### src/rtl/operand_stream_tx.sv
// operand_stream_tx: streams paired a/b operand words from two sync-read memories to the chip
module operand_stream_tx #(
    parameter int IO_DATA_WIDTH = 16,
    parameter int ADDR_WIDTH = 20,
    parameter int LEN_WIDTH = 16,
    parameter int FIFO_DEPTH = 2
) (
    input  logic                     clk,
    input  logic                     arst_n_in,
    input  logic                     start,
    input  logic [ADDR_WIDTH-1:0]    a_base,
    input  logic [ADDR_WIDTH-1:0]    b_base,
    input  logic [LEN_WIDTH-1:0]     length,
    output logic                     busy,
    output logic                     done,
    output logic [ADDR_WIDTH-1:0]    a_mem_read_addr,
    output logic                     a_mem_read_en,
    input  logic [IO_DATA_WIDTH-1:0] a_mem_qout,
    output logic [ADDR_WIDTH-1:0]    b_mem_read_addr,
    output logic                     b_mem_read_en,
    input  logic [IO_DATA_WIDTH-1:0] b_mem_qout,
    output logic [IO_DATA_WIDTH-1:0] a_input,
    output logic                     a_valid,
    output logic [IO_DATA_WIDTH-1:0] b_input,
    output logic                     b_valid,
    input  logic                     a_ready
);
    localparam int PW = $clog2(FIFO_DEPTH);
    localparam int CW = $clog2(FIFO_DEPTH + 1);

    typedef enum logic [1:0] {IDLE, STREAM, DRAIN, DONE} state_t;

    state_t                         state, state_next;
    logic [ADDR_WIDTH-1:0]          a_base_r, b_base_r;
    logic [LEN_WIDTH-1:0]           len_r, issued_cnt, popped_cnt;
    logic                           inflight;
    logic [2*IO_DATA_WIDTH-1:0]     fifo [FIFO_DEPTH];
    logic [2*IO_DATA_WIDTH-1:0]     head;
    logic [PW-1:0]                  wr_ptr, rd_ptr;
    logic [CW-1:0]                  count;
    logic                           issue, pop, last_issue, last_pop;

    assign a_valid = count != '0;
    assign b_valid = a_valid;
    assign pop = a_valid & a_ready;
    assign head = fifo[rd_ptr];
    assign a_input = a_valid ? head[2*IO_DATA_WIDTH-1:IO_DATA_WIDTH] : '0;
    assign b_input = a_valid ? head[IO_DATA_WIDTH-1:0] : '0;
    assign last_issue = issued_cnt == len_r - LEN_WIDTH'(1);
    assign last_pop = pop && popped_cnt == len_r - LEN_WIDTH'(1);
    assign a_mem_read_en = issue;
    assign b_mem_read_en = issue;
    assign a_mem_read_addr = issue ? a_base_r + ADDR_WIDTH'(issued_cnt) : '0;
    assign b_mem_read_addr = issue ? b_base_r + ADDR_WIDTH'(issued_cnt) : '0;

    // State register
    always_ff @(posedge clk) begin
        if (!arst_n_in) state <= IDLE;
        else state <= state_next;
    end

    // Next state, status outputs and read issue; a read only goes out if its data is sure to find a FIFO slot
    always_comb begin
        state_next = state;
        busy = 1'b0;
        done = 1'b0;
        issue = 1'b0;
        case (state)
            IDLE: if (start) state_next = (length == '0) ? DONE : STREAM;
            STREAM: begin
                busy = 1'b1;
                issue = issued_cnt < len_r && (int'(count) + int'(inflight) < FIFO_DEPTH + int'(pop));
                if (issue && last_issue) state_next = DRAIN;
            end
            DRAIN: begin
                busy = 1'b1;
                if (last_pop) state_next = DONE;
            end
            DONE: begin
                done = 1'b1;
                state_next = IDLE;
            end
            default: state_next = IDLE;
        endcase
    end

    // Command latch, transfer counters, in-flight flag and FIFO pointers
    always_ff @(posedge clk) begin
        if (!arst_n_in) begin
            a_base_r <= '0;
            b_base_r <= '0;
            len_r <= '0;
            issued_cnt <= '0;
            popped_cnt <= '0;
            inflight <= 1'b0;
            wr_ptr <= '0;
            rd_ptr <= '0;
            count <= '0;
        end else begin
            if (state == IDLE && start) begin
                a_base_r <= a_base;
                b_base_r <= b_base;
                len_r <= length;
                issued_cnt <= '0;
                popped_cnt <= '0;
            end else begin
                if (issue) issued_cnt <= issued_cnt + LEN_WIDTH'(1);
                if (pop) popped_cnt <= popped_cnt + LEN_WIDTH'(1);
            end
            inflight <= issue;
            if (inflight) wr_ptr <= (wr_ptr == PW'(FIFO_DEPTH - 1)) ? '0 : wr_ptr + PW'(1);
            if (pop) rd_ptr <= (rd_ptr == PW'(FIFO_DEPTH - 1)) ? '0 : rd_ptr + PW'(1);
            count <= count + CW'(inflight) - CW'(pop);
        end
    end

    // Returning memory data lands in the FIFO as one {a,b} pair
    always_ff @(posedge clk) begin
        if (inflight) fifo[wr_ptr] <= {a_mem_qout, b_mem_qout};
    end
endmodule

### config.mk
export PLATFORM = sky130hd
export DESIGN_NAME = operand_stream_tx
export DESIGN_NICKNAME = d
export VERILOG_FILES = /design/src/rtl/operand_stream_tx.sv
export SDC_FILE = /design/constraint.sdc
export NUM_CORES = 1
export LEC_CHECK = 0
export CAP_MARGIN = 20
export CORE_UTILIZATION = 58
export DETAILED_ROUTE_END_ITERATION = 8
export PLACE_DENSITY = 0.87
export SYNTH_ARGS = -nofsm -noshare
export SYNTH_HDL_FRONTEND = slang
export SYNTH_SLANG_ARGS = --single-unit
### constraint.sdc
create_clock -name clk -period 5 [get_ports clk]
set_input_delay 1 -clock clk [delete_from_list [all_inputs] [get_ports clk]]
set_output_delay 1 -clock clk [all_outputs]
set_load 0.05 [all_outputs]
==> out/metrics.cfg <==
[status]
status=complete, no violations

[synth]
synth_edf_count=64
syn_area_per_cell_um2=9.088
syn_inst=1031
synth_nets=1185
ys_ff_latch=160
synthTopCellsByArea=dfxtp_1, edfxtp_1, ha_1
synthFlopType=dfxtp_1
ys_warn_count=0
synth_cell_types=65
synth_top_area_share_pct=20.51
synth_most_common_cell=nand2_1
yosysSeqAreaShare_pct=41.02
synthesis.area_um2=9370
synth.largest_area_cell=dfxtp_1
async_reset_ff_share_pct=0
synth_common_cells=nand2_1, nor2_1, dfxtp_1

[timing]
setup_viol=0
hold_ws_ps=473.0
tightest_slew_ps=1063
clock.fmax_mhz=210.7
clock_skew_ps=8.790
hold_violations=0
fin_crit_sh_pct=94.92
setup_ws_ps=254.0
drv_slew=0
grt_setup_unrepaired=no
relSlewSlack_pct=29.14
fin_setup_tns_ps=0
period_minus_slack_ps=4746

[clocking]
path_clk_slew_ps=60
cts_buffers=17
insertion_delay_ps=430
cts_setup_buffers=0
hold_buffers=0
tritoncts=yes
htreeDepth=4
cts.sinks=160
cts.path.max_buffers=2
cts-root-buf=clkbuf_16

[power]
pwr-share-seq_pct=34.3
combPwrFrac_pct=39.4
peakVddDrop_mv=0.2861
p_leak_uw=0.004723
internal-power_uw=3031
sw_frac_of_total_pct=38.60
power.switching_uw=1906
power.density_nw_per_um2=403.9
p_clk_share_pct=26.2
power.total_uw=4937

[route]
drt_iter0_drc=632
firstDrtPassIters=5
routedWlPerCell_um=17.49
final_antenna_net_count=0
route.detailed.drc=0
num_vias=8271
vias_per_cell=5.849
wirelength_mm=24.73

[global_route]
grt_max_degree=72
grt_first_pass_wirelength_mm=39.63
grt_usage_pct=30.61
grt.overflow.total=0
antenna_found_initial=0
grt_pass1_vias=8046

[critical_path]
crit_top_cell=a21o_1
required_ps=4000
worst-setup-path-type=reg -> out
crit_buf_inv=1
endpoint_kind=primary output
regToRegSetupSlack_ps=1270
slowest_stage=a2111oi_1
cp.arrival_ps=3750
crit_path_start_kind=flip-flop
cp_top_family=compound AO/OA/AOI/OAI gates
path_cells=ha_1 -> fa_1 -> a21o_1 -> a21o_1 -> a2111oi_1 -> o41ai_1 -> a211o_1 -> a21oi_1 -> xor2_1 -> nor2_1 -> buf_12
cpPeakStageDelay_ps=590
cp_max_fo=6

[floorplan]
die_width_um=129.1
core_area_um2=15830
pin_count=170
fp-row-count=46
initial_core_util_pct=59.20
die_y_um=129.1
dieArea_um2=16670

[finish]
drive_above_1_share_pct=8.514
num_antenna_cells=0
utilization_pct=77.24
syn_to_final_growth_pct=30.47
fin_nets=1340

[place]
gp_congestion=0.9210
dp_slack_ps=605.3
portBuffers=169
dpl.hpwl_mm=17.49

[flow_run]
drv_cap=0

[hold_path]
hold_class=reg -> reg

## cell families (layout without fill, tap and decap cells)
group,Yosys count,count (layout),share of synthesized area [%]
AO/OA/AOI/OAI,184,184,14.02
XOR/XNOR,88,88,8.372
adder cells (fa/ha/maj),62,62,8.439
buffers and inverters,84,251,3.632
flip-flops,160,160,41.02
multiplexers,39,39,4.166
AND/OR/NAND/NOR,414,414,20.35
## final timing paths
check	startpoint	end	depth (start not counted)
setup / recovery	issued_cnt[0]$_SDFFE_PP0P_	a_mem_read_addr[16]	11
hold / removal	a_base_r[2]$_SDFFE_PN0P_	a_base_r[2]$_SDFFE_PN0P_	2
setup reg to reg	len_r[15]$_SDFFE_PN0P_	issued_cnt[12]$_SDFFE_PP0P_	12
hold reg to reg	a_base_r[2]$_SDFFE_PN0P_	a_base_r[2]$_SDFFE_PN0P_	2
## per-layer routing
layer | up-vias | wire [µm] | GRT usage, %
li1 | 3943 | - | -
met1 | 3892 | 10270 | 37.96
met2 | 379 | 11860 | 52.18
met3 | 57 | 1884 | 6.028
met4 | 0 | 720 | 12.66
met5 | - | 0 | 0
## through the flow
stage | cell area (µm²) | cells
5_1_grt | 12230 | 1414
4_1_cts | 12210 | 1413
6_report | 12230 | 1414
3_5_place_dp | 11630 | 1382
3_3_place_gp | 11630 | 1382
2_1_floorplan | 9370 | 1031
## worst register-to-register path: stages (launching register included)
cell and delay, ps:
dfxtp_1 440, inv_1 80, ha_1 330, and4_1 210, a2111oi_1 450, nand4_1 220
o31ai_4 260, nand2_1 170, inv_2 330, buf_4 260, nand4_1 320, or4_1 520
nand2_1 70
## area by class of cell
class / count / area [µm²]
clock buffer: 17 / 425.4
clock inverter: 14 / 155.1
fill: 1013 / 3602
inverter: 33 / 123.9
multi-input combinational: 787 / 5196
sequential: 160 / 3845
tap: 216 / 270.3
timing repair buffer: 187 / 2210
## cell usage in the layout, fill, tap and decap left out, types with 4 or more instances in the layout
cell type / count
buf_12: 38
mux2i_1: 39
nand4_1: 23
o211ai_1: 10
edfxtp_1: 64
inv_1: 32
nor4_1: 9
o21ai_0: 17
dfxtp_1: 95
xor2_1: 33
a31oi_1: 4
or3_1: 4
a21boi_0: 56
o21bai_1: 4
nor2b_1: 8
o21a_1: 7
nand3_1: 27
a21oi_1: 30
a21o_1: 22
nor2_1: 100
and3_1: 16
xnor2_1: 54
nand2_1: 168
buf_4: 17
and2_1: 6
clkdlybuf4s50_1: 130
nor3_1: 19
clkbuf_16: 17
ha_1: 60
o2111ai_1: 5
or4_1: 7
nand2b_1: 9
## power groups by stage
| stage | Combinational (µW) | Sequential [µW] | Clock (µW) |
|---|---|---|---|
| 2_1_floorplan | 1370 | 1620 | 0 |
| 3_3_place_gp | 1870 | 1710 | 0 |
| 3_5_place_dp | 1910 | 1720 | 0 |
| 4_1_cts | 1930 | 1690 | 1300 |
| 5_1_grt | 2090 | 1720 | 1360 |
| 6_report | 1950 | 1690 | 1300 |
## state kept, by name (all words and copies together), names as in the netlist, named ones only
name	cells
a_base_r	20
b_base_r	20
count	2
fifo	64
inflight	1
issued_cnt	16
len_r	16
popped_cnt	16
rd_ptr	1
state	2
wr_ptr	1
## repair_timing
| action | in CTS | in global routing |
|---|---|---|
| gates resized for setup | 0 | 1 |
| hold endpoints to repair | 0 | 0 |
| setup endpoints to repair | 0 | 2 |
Power figures use the tool's default switching activity.
